$ cat config.mk
export PLATFORM = sky130hd
export DESIGN_NAME = app_ini_feeder_flat
export DESIGN_NICKNAME = d
export VERILOG_FILES = /design/src/rtl/app_ini_feeder_pkg.sv /design/src/rtl/app_ini_feeder_if.sv /design/src/rtl/feeder_delay_line.sv /design/src/rtl/app_ini_feeder.sv /design/src/flat_wrapper.sv
export SDC_FILE = /design/constraint.sdc
export NUM_CORES = 1
export LEC_CHECK = 0
export ABC_CLOCK_PERIOD_IN_PS = 8220
export CAP_MARGIN = 20
export CORE_ASPECT_RATIO = 0.5
export CORE_UTILIZATION = 59
export CTS_CLUSTER_SIZE = 14
export DETAILED_ROUTE_END_ITERATION = 8
export PLACE_DENSITY = 0.86
export REMOVE_ABC_BUFFERS = 1
export SLEW_MARGIN = 20
export SYNTH_ARGS = -nofsm -noshare
export SYNTH_HDL_FRONTEND = slang
export SYNTH_SLANG_ARGS = --single-unit
$ cat constraint.sdc
create_clock -name clk -period 8.22 [get_ports clk]
set_input_delay 0.822 -clock clk [delete_from_list [all_inputs] [get_ports clk]]
set_output_delay 0.822 -clock clk [all_outputs]
set_load 0.03 [all_outputs]
$ cat src/rtl/app_ini_feeder_pkg.sv
// Shared types and defaults for the APP initial-message feeder.
// Current decoder configuration: 8 channels, 16-beat sub-blocks, 128-beat tail.
package app_ini_feeder_pkg;

    typedef enum logic [2:0] {
        S_IDLE,
        S_ARM,
        S_RUN,
        S_DRAIN,
        S_WAIT,
        S_FIN
    } feeder_state_e;

    localparam int NUM_CH_DEF   = 8;
    localparam int ADDR_W_DEF   = 2;
    localparam int SUBX_W_DEF   = 2;
    localparam int NUM_SUBX     = 2 ** SUBX_W_DEF;
    localparam int LEN_W_DEF    = 8;
    localparam int BLK_W_DEF    = 3;
    localparam int RD_LAT_DEF   = 2;
    localparam int LEN_SUB_DEF  = 16;
    localparam int LEN_LAST_DEF = 128;

endpackage

$ cat src/rtl/app_ini_feeder_if.sv
// Decoder-side bundle: buffer port strobes/addresses plus decoder status.
// The feeder is the master; the decoder (or bench) is the slave.
interface app_ini_feeder_if #(
    parameter int NUM_CH = 8,
    parameter int ADDR_W = 2,
    parameter int SUBX_W = 2
);
    logic                     dec_ready;
    logic                     blk_done;
    logic [NUM_CH*ADDR_W-1:0] buf_addr;
    logic                     buf_valid;
    logic                     buf_start;
    logic                     buf_last;
    logic [SUBX_W-1:0]        sub_x;

    modport master (
        input  dec_ready, blk_done,
        output buf_addr, buf_valid, buf_start,
        output buf_last, sub_x
    );

    modport slave (
        output dec_ready, blk_done,
        input  buf_addr, buf_valid, buf_start,
        input  buf_last, sub_x
    );
endinterface

$ cat src/rtl/feeder_delay_line.sv
// Fixed-depth register pipe with synchronous clear.
// Aligns issue-side strobes with the buffer memory read latency.
module feeder_delay_line #(
    parameter int W     = 5,
    parameter int DEPTH = 2
) (
    input  logic         clk,
    input  logic         rst_n,
    input  logic         clr_i,
    input  logic [W-1:0] d_i,
    output logic [W-1:0] q_o
);
    logic [W-1:0] pipe_q [DEPTH];

    always_ff @(posedge clk or negedge rst_n) begin
        if (!rst_n) begin
            for (int i = 0; i < DEPTH; i++)
                pipe_q[i] <= '0;
        end else if (clr_i) begin
            for (int i = 0; i < DEPTH; i++)
                pipe_q[i] <= '0;
        end else begin
            pipe_q[0] <= d_i;
            for (int i = 1; i < DEPTH; i++)
                pipe_q[i] <= pipe_q[i-1];
        end
    end

    assign q_o = pipe_q[DEPTH-1];
endmodule

$ cat src/rtl/app_ini_feeder.sv
// Streams initial APP messages from NUM_CH buffer memories into the
// LDPC decoder, one code block per decoder-ready window.
module app_ini_feeder
    import app_ini_feeder_pkg::*;
#(
    parameter int NUM_CH = NUM_CH_DEF,
    parameter int ADDR_W = ADDR_W_DEF,
    parameter int SUBX_W = SUBX_W_DEF,
    parameter int LEN_W  = LEN_W_DEF,
    parameter int BLK_W  = BLK_W_DEF,
    parameter int RD_LAT = RD_LAT_DEF
) (
    input  logic                     clk,
    input  logic                     rst_n,
    input  logic                     soft_clr,
    input  logic                     cfg_go,
    input  logic [LEN_W-1:0]         cfg_len_sub,
    input  logic [LEN_W-1:0]         cfg_len_last,
    input  logic [BLK_W-1:0]         cfg_num_blk,
    input  logic [NUM_CH*ADDR_W-1:0] cfg_ch_base,
    app_ini_feeder_if.master         dec,
    output logic                     busy,
    output logic                     done
);
    localparam int NSUB = 2 ** SUBX_W;
    localparam int DW   = 3 + SUBX_W;
    localparam int AW   = NUM_CH * ADDR_W;

    feeder_state_e    state_q, state_d;
    logic [LEN_W-1:0] len_sub_q, len_sub_d;
    logic [LEN_W-1:0] len_last_q, len_last_d;
    logic [BLK_W-1:0] num_q, num_d;
    logic [AW-1:0]    base_q, base_d;
    logic [LEN_W-1:0] beat_q, beat_d;
    logic [SUBX_W-1:0] subx_q, subx_d;
    logic [BLK_W-1:0] fed_q, fed_d;
    logic [BLK_W-1:0] dcnt_q, dcnt_d;
    logic [2:0]       drain_q, drain_d;
    logic [AW-1:0]    addr_q, addr_d;
    logic [LEN_W-1:0] cur_len;
    logic             beat_wrap, last_sub;
    logic             iss_v, iss_s, iss_l;
    logic [SUBX_W-1:0] off;
    logic [DW-1:0]    dl_q;

    assign busy = (state_q == S_ARM) || (state_q == S_RUN) ||
                  (state_q == S_DRAIN) || (state_q == S_WAIT);
    assign done = (state_q == S_FIN);

    assign last_sub  = (subx_q == SUBX_W'(NSUB - 1));
    assign cur_len   = last_sub ? len_last_q : len_sub_q;
    assign beat_wrap = (beat_q == cur_len - LEN_W'(1));

    always_comb begin
        state_d    = state_q;
        len_sub_d  = len_sub_q;
        len_last_d = len_last_q;
        num_d      = num_q;
        base_d     = base_q;
        beat_d     = beat_q;
        subx_d     = subx_q;
        fed_d      = fed_q;
        dcnt_d     = dcnt_q;
        drain_d    = drain_q;
        iss_v      = 1'b0;
        iss_s      = 1'b0;
        iss_l      = 1'b0;
        if (dec.blk_done && busy && dcnt_q != '1)
            dcnt_d = dcnt_q + BLK_W'(1);
        unique case (state_q)
            S_IDLE: if (cfg_go) begin
                // zero-length sub-blocks are issued as one beat
                len_sub_d  = (cfg_len_sub == '0) ?
                             LEN_W'(1) : cfg_len_sub;
                len_last_d = (cfg_len_last == '0) ?
                             LEN_W'(1) : cfg_len_last;
                num_d      = cfg_num_blk;
                base_d     = cfg_ch_base;
                fed_d      = '0;
                dcnt_d     = '0;
                state_d    = (cfg_num_blk == '0) ? S_FIN : S_ARM;
            end
            S_ARM: begin
                beat_d = '0;
                subx_d = '0;
                if (dec.dec_ready)
                    state_d = S_RUN;
            end
            S_RUN: begin
                iss_v = 1'b1;
                iss_s = (beat_q == '0) && (subx_q == '0);
                iss_l = beat_wrap && last_sub;
                if (beat_wrap) begin
                    beat_d = '0;
                    subx_d = subx_q + SUBX_W'(1);
                end else begin
                    beat_d = beat_q + LEN_W'(1);
                end
                if (iss_l) begin
                    fed_d   = fed_q + BLK_W'(1);
                    drain_d = '0;
                    state_d = S_DRAIN;
                end
            end
            S_DRAIN: begin
                drain_d = drain_q + 3'(1);
                if (drain_q == 3'(RD_LAT - 1))
                    state_d = S_WAIT;
            end
            S_WAIT: begin
                if (dcnt_q >= num_q)
                    state_d = S_FIN;
                else if (fed_q < num_q && dec.dec_ready)
                    state_d = S_RUN;
            end
            S_FIN: if (cfg_go) state_d = S_IDLE;
            default: state_d = S_IDLE;
        endcase
        if (soft_clr) begin
            state_d = S_IDLE;
            beat_d  = '0;
            subx_d  = '0;
            fed_d   = '0;
            dcnt_d  = '0;
            drain_d = '0;
            iss_v   = 1'b0;
            iss_s   = 1'b0;
            iss_l   = 1'b0;
        end
    end

    // address leads the beat so memory dout lines up with the strobes
    always_comb begin
        addr_d = '0;
        off    = (state_d == S_RUN) ? subx_d : '0;
        if (state_d == S_ARM || state_d == S_RUN ||
            state_d == S_DRAIN || state_d == S_WAIT) begin
            for (int c = 0; c < NUM_CH; c++)
                addr_d[c*ADDR_W +: ADDR_W] =
                    base_d[c*ADDR_W +: ADDR_W] + ADDR_W'(off);
        end
    end

    always_ff @(posedge clk or negedge rst_n) begin
        if (!rst_n) begin
            state_q    <= S_IDLE;
            len_sub_q  <= '0;
            len_last_q <= '0;
            num_q      <= '0;
            base_q     <= '0;
            beat_q     <= '0;
            subx_q     <= '0;
            fed_q      <= '0;
            dcnt_q     <= '0;
            drain_q    <= '0;
            addr_q     <= '0;
        end else begin
            state_q    <= state_d;
            len_sub_q  <= len_sub_d;
            len_last_q <= len_last_d;
            num_q      <= num_d;
            base_q     <= base_d;
            beat_q     <= beat_d;
            subx_q     <= subx_d;
            fed_q      <= fed_d;
            dcnt_q     <= dcnt_d;
            drain_q    <= drain_d;
            addr_q     <= addr_d;
        end
    end

    feeder_delay_line #(
        .W     (DW),
        .DEPTH (RD_LAT)
    ) u_dly (
        .clk   (clk),
        .rst_n (rst_n),
        .clr_i (soft_clr),
        .d_i   ({iss_v, iss_s, iss_l, subx_q}),
        .q_o   (dl_q)
    );

    assign dec.buf_addr  = addr_q;
    assign dec.buf_valid = dl_q[DW-1];
    assign dec.buf_start = dl_q[DW-2];
    assign dec.buf_last  = dl_q[DW-3];
    assign dec.sub_x     = dl_q[SUBX_W-1:0];
endmodule

$ cat src/flat_wrapper.sv
// flat-port wrapper written by rule: the top's interface ports become plain ports
module app_ini_feeder_flat import app_ini_feeder_pkg::*;
#(
    parameter int NUM_CH = NUM_CH_DEF,
    parameter int ADDR_W = ADDR_W_DEF,
    parameter int SUBX_W = SUBX_W_DEF,
    parameter int LEN_W  = LEN_W_DEF,
    parameter int BLK_W  = BLK_W_DEF,
    parameter int RD_LAT = RD_LAT_DEF
)
  (clk, rst_n, soft_clr, cfg_go, cfg_len_sub, cfg_len_last, cfg_num_blk, cfg_ch_base, busy, done, dec_dec_ready, dec_blk_done, dec_buf_addr, dec_buf_valid, dec_buf_start, dec_buf_last, dec_sub_x);
  app_ini_feeder_if #(.NUM_CH(NUM_CH), .ADDR_W(ADDR_W), .SUBX_W(SUBX_W)) dec_i ();
  input  logic clk;
  input  logic rst_n;
  input  logic soft_clr;
  input  logic cfg_go;
  input  logic [LEN_W-1:0] cfg_len_sub;
  input  logic [LEN_W-1:0] cfg_len_last;
  input  logic [BLK_W-1:0] cfg_num_blk;
  input  logic [NUM_CH*ADDR_W-1:0] cfg_ch_base;
  output logic busy;
  output logic done;
  input wire logic [$bits(dec_i.dec_ready)-1:0] dec_dec_ready;
  input wire logic [$bits(dec_i.blk_done)-1:0] dec_blk_done;
  output wire logic [$bits(dec_i.buf_addr)-1:0] dec_buf_addr;
  output wire logic [$bits(dec_i.buf_valid)-1:0] dec_buf_valid;
  output wire logic [$bits(dec_i.buf_start)-1:0] dec_buf_start;
  output wire logic [$bits(dec_i.buf_last)-1:0] dec_buf_last;
  output wire logic [$bits(dec_i.sub_x)-1:0] dec_sub_x;
  assign dec_i.dec_ready = dec_dec_ready;
  assign dec_i.blk_done = dec_blk_done;
  assign dec_buf_addr = dec_i.buf_addr;
  assign dec_buf_valid = dec_i.buf_valid;
  assign dec_buf_start = dec_i.buf_start;
  assign dec_buf_last = dec_i.buf_last;
  assign dec_sub_x = dec_i.sub_x;
  app_ini_feeder #(.NUM_CH(NUM_CH), .ADDR_W(ADDR_W), .SUBX_W(SUBX_W), .LEN_W(LEN_W), .BLK_W(BLK_W), .RD_LAT(RD_LAT)) u_core (.clk(clk), .rst_n(rst_n), .soft_clr(soft_clr), .cfg_go(cfg_go), .cfg_len_sub(cfg_len_sub), .cfg_len_last(cfg_len_last), .cfg_num_blk(cfg_num_blk), .cfg_ch_base(cfg_ch_base), .dec(dec_i), .busy(busy), .done(done));
endmodule
Yosys cells after proc, flatten, opt, wreduce, memory -nomap -nowiden. Cells that the tools add are included.

Flip-flop bits (word level): 83. Input port bits: 41. Output and inout port bits: 23. Word-level logic and storage cells: 105.

Add/subtract/negate cells: 14. Order comparisons: 2. Eq/ne operators: 15. Multiplexer cells: 38. Reduce and logical (&&, ||, !) cells: 23.

Operator list (number): 3-bit 2-to-1 mux (18); 16-bit 2-to-1 mux (3); 8-bit 2-to-1 mux (5); 8-bit logical NOT (3); 3-bit one-hot mux with 6 select lines (1); 2-bit adder (8); 8-bit one-hot mux with 2 select lines (1); 3-bit by 2-bit equality test with 1-bit output, second input constant (4); 3-bit one-hot mux with 2 select lines (2); 10-bit 2-to-1 mux (1); 3-bit by 1-bit adder with 3-bit output, second input constant (3); 3-bit by 1-bit equality test with 1-bit output, second input constant (3); 3-bit equality test, second input constant (3); 3-bit inequality test, second input constant (3); 3-bit nonzero test (3); 8-bit by 1-bit adder with 8-bit output, second input constant (1); 8-bit equality test (1); 8-bit by 1-bit subtractor with 8-bit output, second input constant (1); 3-bit logical NOT (2); 1-bit logical OR (6); 2-bit 2-to-1 mux (3); 1-bit logical AND (5); 2-bit one-hot mux with 2 select lines (1); 2-bit AND reduction (2); other kinds (7) (9).

Logic depth before layout (Yosys ltp). Gate-level depths: netlist of the first run.

Depth after elaboration: 13. Depth in mapped cells: 17. Gate-level depth less buffers: 15.

Cells and area by module. From an unflattened synthesis of the first run, not the netlist that was laid out.

Cell total of the unflattened synthesis: 392. Area, all modules: 4359.2 um2.

By module, submodules not included: app_ini_feeder (instances 1, cells each 367, area an instance 4008.8 um2, seq. area each 1826.8 um2); feeder_delay_line (instances 1, cells each 25, area an instance 350.3 um2, seq. area each 250.2 um2).

Worst setup path after synthesis of the first run. No wires, ideal clock.

Path kind: flip-flop to flip-flop. Start: reg u_core.subx_q[0]. End: reg u_core.addr_q[11] (netlist: u_core.dec.buf_addr[11]). Library setup time: 92 ps. Arrival: 3409 ps. Path slack: 4719 ps. Stages on the path, launching flop included: 18. Path buffers: 2. Clock period less this slack: 3501 ps. Cell sequence: dfrtp_1 ha_1 buf_6 buf_6 mux2i_1 ha_1 xor2_1 xnor2_1 nor3_1 o2111ai_1 nor2_1 a211oi_1 a221o_1 nor2b_1 ha_1 xnor2_1 o211ai_2 o31ai_2.

Longest elaborated chain between the ends: 13. Elaborated cells between the ends (all ways): 22.

Ends and longest elaborated chain: start, declared (RTL line app_ini_feeder.sv:35) `logic [SUBX_W-1:0] subx_q, subx_d;`; start signal, assigned (RTL line app_ini_feeder.sv:164) `subx_q <= subx_d;`; parallel branches: the longest is 12 deep, another holds 8-bit by 1-bit subtractor with 8-bit output; 16-bit 2-to-1 mux * (RTL line app_ini_feeder.sv:136) `if (state_d == S_ARM || state_d == S_RUN ||`; net u_core.addr_d[11] (RTL line app_ini_feeder.sv:39) `logic [AW-1:0] addr_q, addr_d;`; end signal, assigned (RTL line app_ini_feeder.sv:168) `addr_q <= addr_d;`; end, declared (RTL line app_ini_feeder.sv:39).

Mark *: on every way through the listed nets, which the timed path passes. A chain may end at the register's enable or synchronous reset.

Final worst setup path of the first run. Ends and elaborated chain as after synthesis.

==> impl_metrics.tcl, run 1 <==
set metrics [dict create \
    cp-end-kind "flip-flop" \
    synthMuxAreaShare 0.109 \
    cts_hold_buf 0 \
    cts_tree "built" \
    seq_area_frac_synth 0.472 \
    drc 0 \
    yosys.area.top_type_share 0.472 \
    min_period_ns 4.41 \
    synth_fa_ha_area_frac 0.0654 \
    cts_resized 0 \
    final_nets 510 \
    critPathMaxFanout 16 \
    crit_type "flip-flop to flip-flop" \
    grt_overflow 0 \
    post_cts_buffers 0 \
    drive_gt1_frac 0.136 \
    clockRootBuffer "clkbuf_16" \
    cp-start-kind "flip-flop" \
    fp.coreArea_mm2 0.00694 \
    final_area_mm2 0.00533 \
    period_share 0.536 \
    ir_worst_vdd_v 0.000156 \
    hpwl_um 6520 \
    avgSynthCellArea_um2 11.3 \
    synth_cell_type_count 56 \
    die_area_mm2 0.00783 \
    max_slew_margin 0.477 \
    tns_ns 0 \
    final.fill_count 461 \
    drtIter0Drc 216 \
    vias_per_cell 5.82 \
    yosysMostFrequentCell "dfrtp_1" \
    syn2layout_area_growth_pct 21.1 \
    drt_wl_total_um 9240 \
    grt_pass1_vias 3184 \
    portBuffers 63 \
    vias 3156 \
    timing.final.max_slew_violations 0 \
    worstPathArrival_ns 4.65 \
    p_leak_nw 2.34 \
    clk_latency_ns 0.34 \
    wl_per_cell_um 17.1 \
    rsz0062_at_grt "false" \
    tightestPinTransition_ns 0.783 \
    fmax_ghz 0.227 \
    synth_top_family_by_area "compound AO/OA/AOI/OAI gates" \
    ant_nets 0 \
    die_w_um 124 \
    powerDensity_mw_per_mm2 218 \
    gr-usage-all-layers 0.263 \
    fp-row-count 21 \
    clk_path_buf_depth 2 \
    gp_congestion 0.856 \
    synth_area_mm2 0.00440 \
    synth-edff-count 0 \
    report.final.hold_viol_count 0 \
    synth-async-reset-ratio 1.00 \
    synth_compound_area_frac 0.139 \
    start_util 0.634 \
    ctsHtreeMaxLevel 3 \
    clk_pin_slew_ns 0.06 \
    placed_cell_area_mm2 0.00504 \
    grt_first_pass_wirelength_um 15600 \
    grt_max_degree 84 \
    hp-class "flip-flop to flip-flop" \
    yosys.area_share.simple 0.115 \
    ys_warn_count 0 \
    syn_inst 389 \
    finalSetupViolations 0 \
    synth_xor_area_frac 0.0498 \
    antenna_found_initial 0 \
    antennaDiodeCount 0 \
    skew_ns 0.00491 \
    ys_ff_latch 83 \
    synth_commonest_cells "83 x dfrtp_1, 26 x inv_1, 25 x mux2_2, 23 x ha_1, 20 x mux2i_1" \
    firstDrtPassIters 4 \
    dieHeight_um 63.1 \
    synth_area_leaders "dfrtp_1 47%, ha_1 6.5%, mux2_2 6.4%" \
    pin_count 64 \
    outcome "finished clean" \
    clock-sinks 83 \
    cap_viol_max_count 0 \
    cts_buffers 9 \
    cp.required_ns 8.46 \
    synth_area_leader_cell "dfrtp_1" \
    synth_flop_cell "dfrtp_1" \
]
[placed cells by master (no fill, tap or decap), types with 3 or more instances in the layout]
cell,n
o31ai_2,8
ha_1,23
o21ai_0,7
nand2b_1,9
nor2b_1,9
a21o_1,4
nand2_1,10
a22o_1,7
mux2i_1,20
xor2_1,6
a211oi_1,4
dfrtp_1,83
nand3_1,6
a21oi_1,14
xnor2_1,19
and2_1,8
mux2_2,25
clkbuf_16,9
o21a_1,3
nor3_1,15
clkdlybuf4s50_1,62
inv_1,26
nor2_1,17
o211ai_1,7
nor4_1,3
[routing by layer]
| metal | wire length [um] | vias up | global-route usage |
|---|---|---|---|
| met3 | 487 | 20 | 0.0679 |
| met4 | 129 | 0 | 0.0729 |
| met5 | 0 | - | 0 |
| met1 | 4130 | 1546 | 0.347 |
| li1 | - | 1499 | - |
| met2 | 4490 | 91 | 0.430 |
[flip-flops by register name, indices dropped and copies added (netlist names), 5 cells and up]
register / cells
u_core.dec.buf_addr: 16
u_core.u_dly.pipe_q: 5
u_core.u_dly.q_o: 5
u_core.beat_q: 8
u_core.len_sub_q: 8
u_core.len_last_q: 8
u_core.base_q: 16
[path summary, 6_finish.rpt]
path                                            to  slack, ns  cells past startpoint              startpoint
max                        u_core.dec.buf_addr[11]       3.81                     15        u_core.subx_q[0]
min                            u_core.u_dly.q_o[3]       0.47                      1  u_core.u_dly.pipe_q[8]
max reg2reg                u_core.dec.buf_addr[11]       3.81                     15        u_core.subx_q[0]
min reg2reg                    u_core.u_dly.q_o[3]       0.47                      1  u_core.u_dly.pipe_q[8]
max in group asynchronous         u_core.beat_q[1]       7.18                      1                   rst_n
min in group asynchronous      u_core.len_sub_q[6]       0.52                      1                   rst_n
[layout make-up]
cell class / count / area [um2] / area share
Tap cell: 92 / 115 / 0.0216
Timing Repair Buffer: 65 / 647 / 0.121
Clock inverter: 4 / 26.3 / 0.00493
Multi-Input combinational cell: 261 / 2110 / 0.396
Inverter: 26 / 97.6 / 0.0183
Clock buffer: 11 / 253 / 0.0475
Sequential cell: 83 / 2080 / 0.390
[cell families (layout without fill, tap and decap cells)]
| family | Yosys count | in the layout |
|---|---|---|
| xor gates and xnor gates | 25 | 25 |
| adders and majority gates | 23 | 23 |
| and+or+nand+nor | 92 | 92 |
| buffers and inverters | 45 | 106 |
| DFF | 83 | 83 |
| AOI/OAI and AO/OA | 76 | 76 |
| muxes | 45 | 45 |
[stage by stage]
| step | util | setup WS (ns) | hold WS (ns) | total power [mW] | instances |
|---|---|---|---|---|---|
| 2_1_floorplan | - | 2.53 | 0.439 | 0.686 | 370 |
| 3_3_place_gp | 0.727 | 4.27 | 0.446 | 0.772 | 527 |
| 3_5_place_dp | 0.727 | 3.89 | 0.454 | 0.788 | 527 |
| 4_1_cts | 0.767 | 3.83 | 0.467 | 1.17 | 542 |
| 5_1_grt | 0.768 | 3.52 | 0.503 | 1.21 | 542 |
| 6_report | 0.768 | 3.81 | 0.468 | 1.16 | 542 |
[critical path, stage by stage (launching register included)]
cell and delay (ns):
dfrtp_1 0.38, ha_1 0.61, mux2i_1 0.36, ha_1 0.25, xor2_1 0.20, xnor2_1 0.10, nor3_1 0.30, o2111ai_1 0.27
nor2_1 0.31, a211oi_1 0.14, a221o_1 0.32, nor2b_1 0.26, ha_1 0.28, xnor2_1 0.29, o211ai_2 0.15, o31ai_2 0.08
[where the power goes]
group | switching (mW) | leakage [nW] | internal, mW
Clock | 0.157 | 0.137 | 0.219
Combinational | 0.152 | 1.13 | 0.132
Sequential | 0.0360 | 1.07 | 0.465
Total | 0.345 | 2.34 | 0.816
Power figures use the tool's default switching activity.
==> run 2, diff against run 1 <==
- ABC_CLOCK_PERIOD_IN_PS: 8220 -> 4400
- CORE_UTILIZATION: 59 -> 55
- PLACE_DENSITY: 0.86 -> 0.81
- clock period: 8.22 -> 4.4 ns (I/O delays scaled with it)
==> impl_metrics.tcl, run 2 (synthesis results as in run 1) <==
set metrics [dict create \
    worstPathArrival_ns 4.29 \
    cp.required_ns 4.64 \
    clock-sinks 83 \
    clk_latency_ns 0.34 \
    gr-usage-all-layers 0.243 \
    syn2layout_area_growth_pct 23.3 \
    gp_congestion 0.868 \
    ir_worst_vdd_v 0.000266 \
    grt_max_degree 84 \
    report.final.hold_viol_count 0 \
    critPathMaxFanout 13 \
    cts_buffers 9 \
    fmax_ghz 0.247 \
    drt_wl_total_um 9250 \
    fp-row-count 22 \
    cp-end-kind "flip-flop" \
    hp-class "input pin to async pin" \
    antenna_found_initial 0 \
    cap_viol_max_count 0 \
    max_slew_margin 0.502 \
    clockRootBuffer "clkbuf_16" \
    pin_count 64 \
    cp-start-kind "flip-flop" \
    worstSetupStartpoint "u_core.subx_q[0]" \
    ant_nets 0 \
    grt_overflow 0 \
    drive_gt1_frac 0.142 \
    ctsHtreeMaxLevel 3 \
    dieHeight_um 65.2 \
    fp.coreArea_mm2 0.00754 \
    p_leak_nw 2.37 \
    timing.final.max_slew_violations 0 \
    min_period_ns 4.05 \
    drtIter0Drc 228 \
    layout_commonest_cell "dfrtp_1" \
    skew_ns 0.00560 \
    finalSetupViolations 0 \
    clk_pin_slew_ns 0.06 \
    final_nets 512 \
    r2r_start "u_core.subx_q[0]" \
    outcome "finished clean" \
    tns_ns 0 \
    clk_path_buf_depth 2 \
    die_w_um 128 \
    drc 0 \
    tightestPinTransition_ns 0.747 \
    p_total_mw 2.31 \
    cp-endpoint "u_core.dec.buf_addr[13]" \
    crit_type "flip-flop to flip-flop" \
    hpwl_um 6450 \
    powerDensity_mw_per_mm2 427 \
    final_cell_mix "83 x dfrtp_1, 62 x clkdlybuf4s50_1, 26 x inv_1" \
    start_util 0.583 \
    period_share 0.919 \
    grt_first_pass_wirelength_um 15500 \
    vias_per_cell 5.71 \
    reg2reg_to "u_core.dec.buf_addr[13]" \
    die_area_mm2 0.00838 \
    wl_per_cell_um 16.5 \
    portBuffers 63 \
    firstDrtPassIters 5 \
    rsz0062_at_grt "false" \
    regToRegSetupSlack_ns 0.35 \
    ff2ff_path_depth 15 \
    cts_tree "built" \
    antennaDiodeCount 0 \
    grt_pass1_vias 3253 \
    vias 3194 \
]
-- run 2: worst min path at each step --
| stage | start | endpoint | slack (ns) | depth (start not counted) |
|---|---|---|---|---|
| floorplan | rst_n | u_core.base_q[0] | 0.14 | 0 |
| global placement | u_core.u_dly.pipe_q[9] | u_core.u_dly.q_o[4] | 0.45 | 1 |
| detailed placement | u_core.u_dly.pipe_q[8] | u_core.u_dly.q_o[3] | 0.46 | 1 |
| CTS | rst_n | u_core.base_q[4] | 0.33 | 1 |
| global route | rst_n | u_core.dcnt_q[2] | 0.20 | 1 |
| finish | rst_n | u_core.dcnt_q[2] | 0.13 | 1 |
-- run 2: timing repair --
| item | 4_1_cts | 5_1_grt |
|---|---|---|
| endpoints found under the setup margin | 0 | 8 |
| hold buffers | 0 | 0 |
| setup buffers | 0 | 0 |
| resized for setup | 0 | 2 |
-- run 2: cell type report --
class | count | area [um2]
Fill cell | 529 | 2120
Multi-Input combinational cell | 261 | 2120
Sequential cell | 83 | 2080
Timing Repair Buffer | 67 | 662
Clock buffer | 10 | 239
Tap cell | 108 | 135
Clock inverter | 4 | 98.8
Inverter | 26 | 97.6
-- run 2: layer usage --
metal	share of wire	track usage	up-vias	wire, um
met2	0.50	0.411	93	4600
met3	0.051	0.0635	14	471
met4	0.012	0.0632	0	114
met1	0.44	0.314	1585	4060
met5	0	0	-	0
li1	-	-	1502	-
-- run 2: power breakdown --
part / total (mW) / switching, mW / internal, mW
Combinational: 0.530 / 0.284 / 0.246
Sequential: 0.936 / 0.0668 / 0.869
Clock: 0.849 / 0.284 / 0.565
-- run 2: through the flow --
step	setup slack (ns)	hold WS [ns]	area, um2	instances	util
after global routing	0.0928	0.200	5430	559	0.719
after global placement	0.445	0.447	5080	545	0.673
after CTS	0.114	0.332	5420	559	0.718
final	0.355	0.131	5430	559	0.719
after floorplan	-1.04	0.144	4280	370	-
after detailed placement	0.177	0.458	5080	545	0.673
-- run 2: worst max-delay path, stage by stage, from the launching register on --
cell,delay [ns]
dfrtp_1,0.40
ha_2,0.39
mux2i_1,0.36
ha_1,0.26
xor2_1,0.23
xnor2_1,0.11
nor3_1,0.24
o2111ai_1,0.23
nor2_1,0.31
a211oi_1,0.13
a221o_1,0.31
nor2b_2,0.23
ha_1,0.24
xnor2_1,0.28
o211ai_2,0.15
o31ai_2,0.08
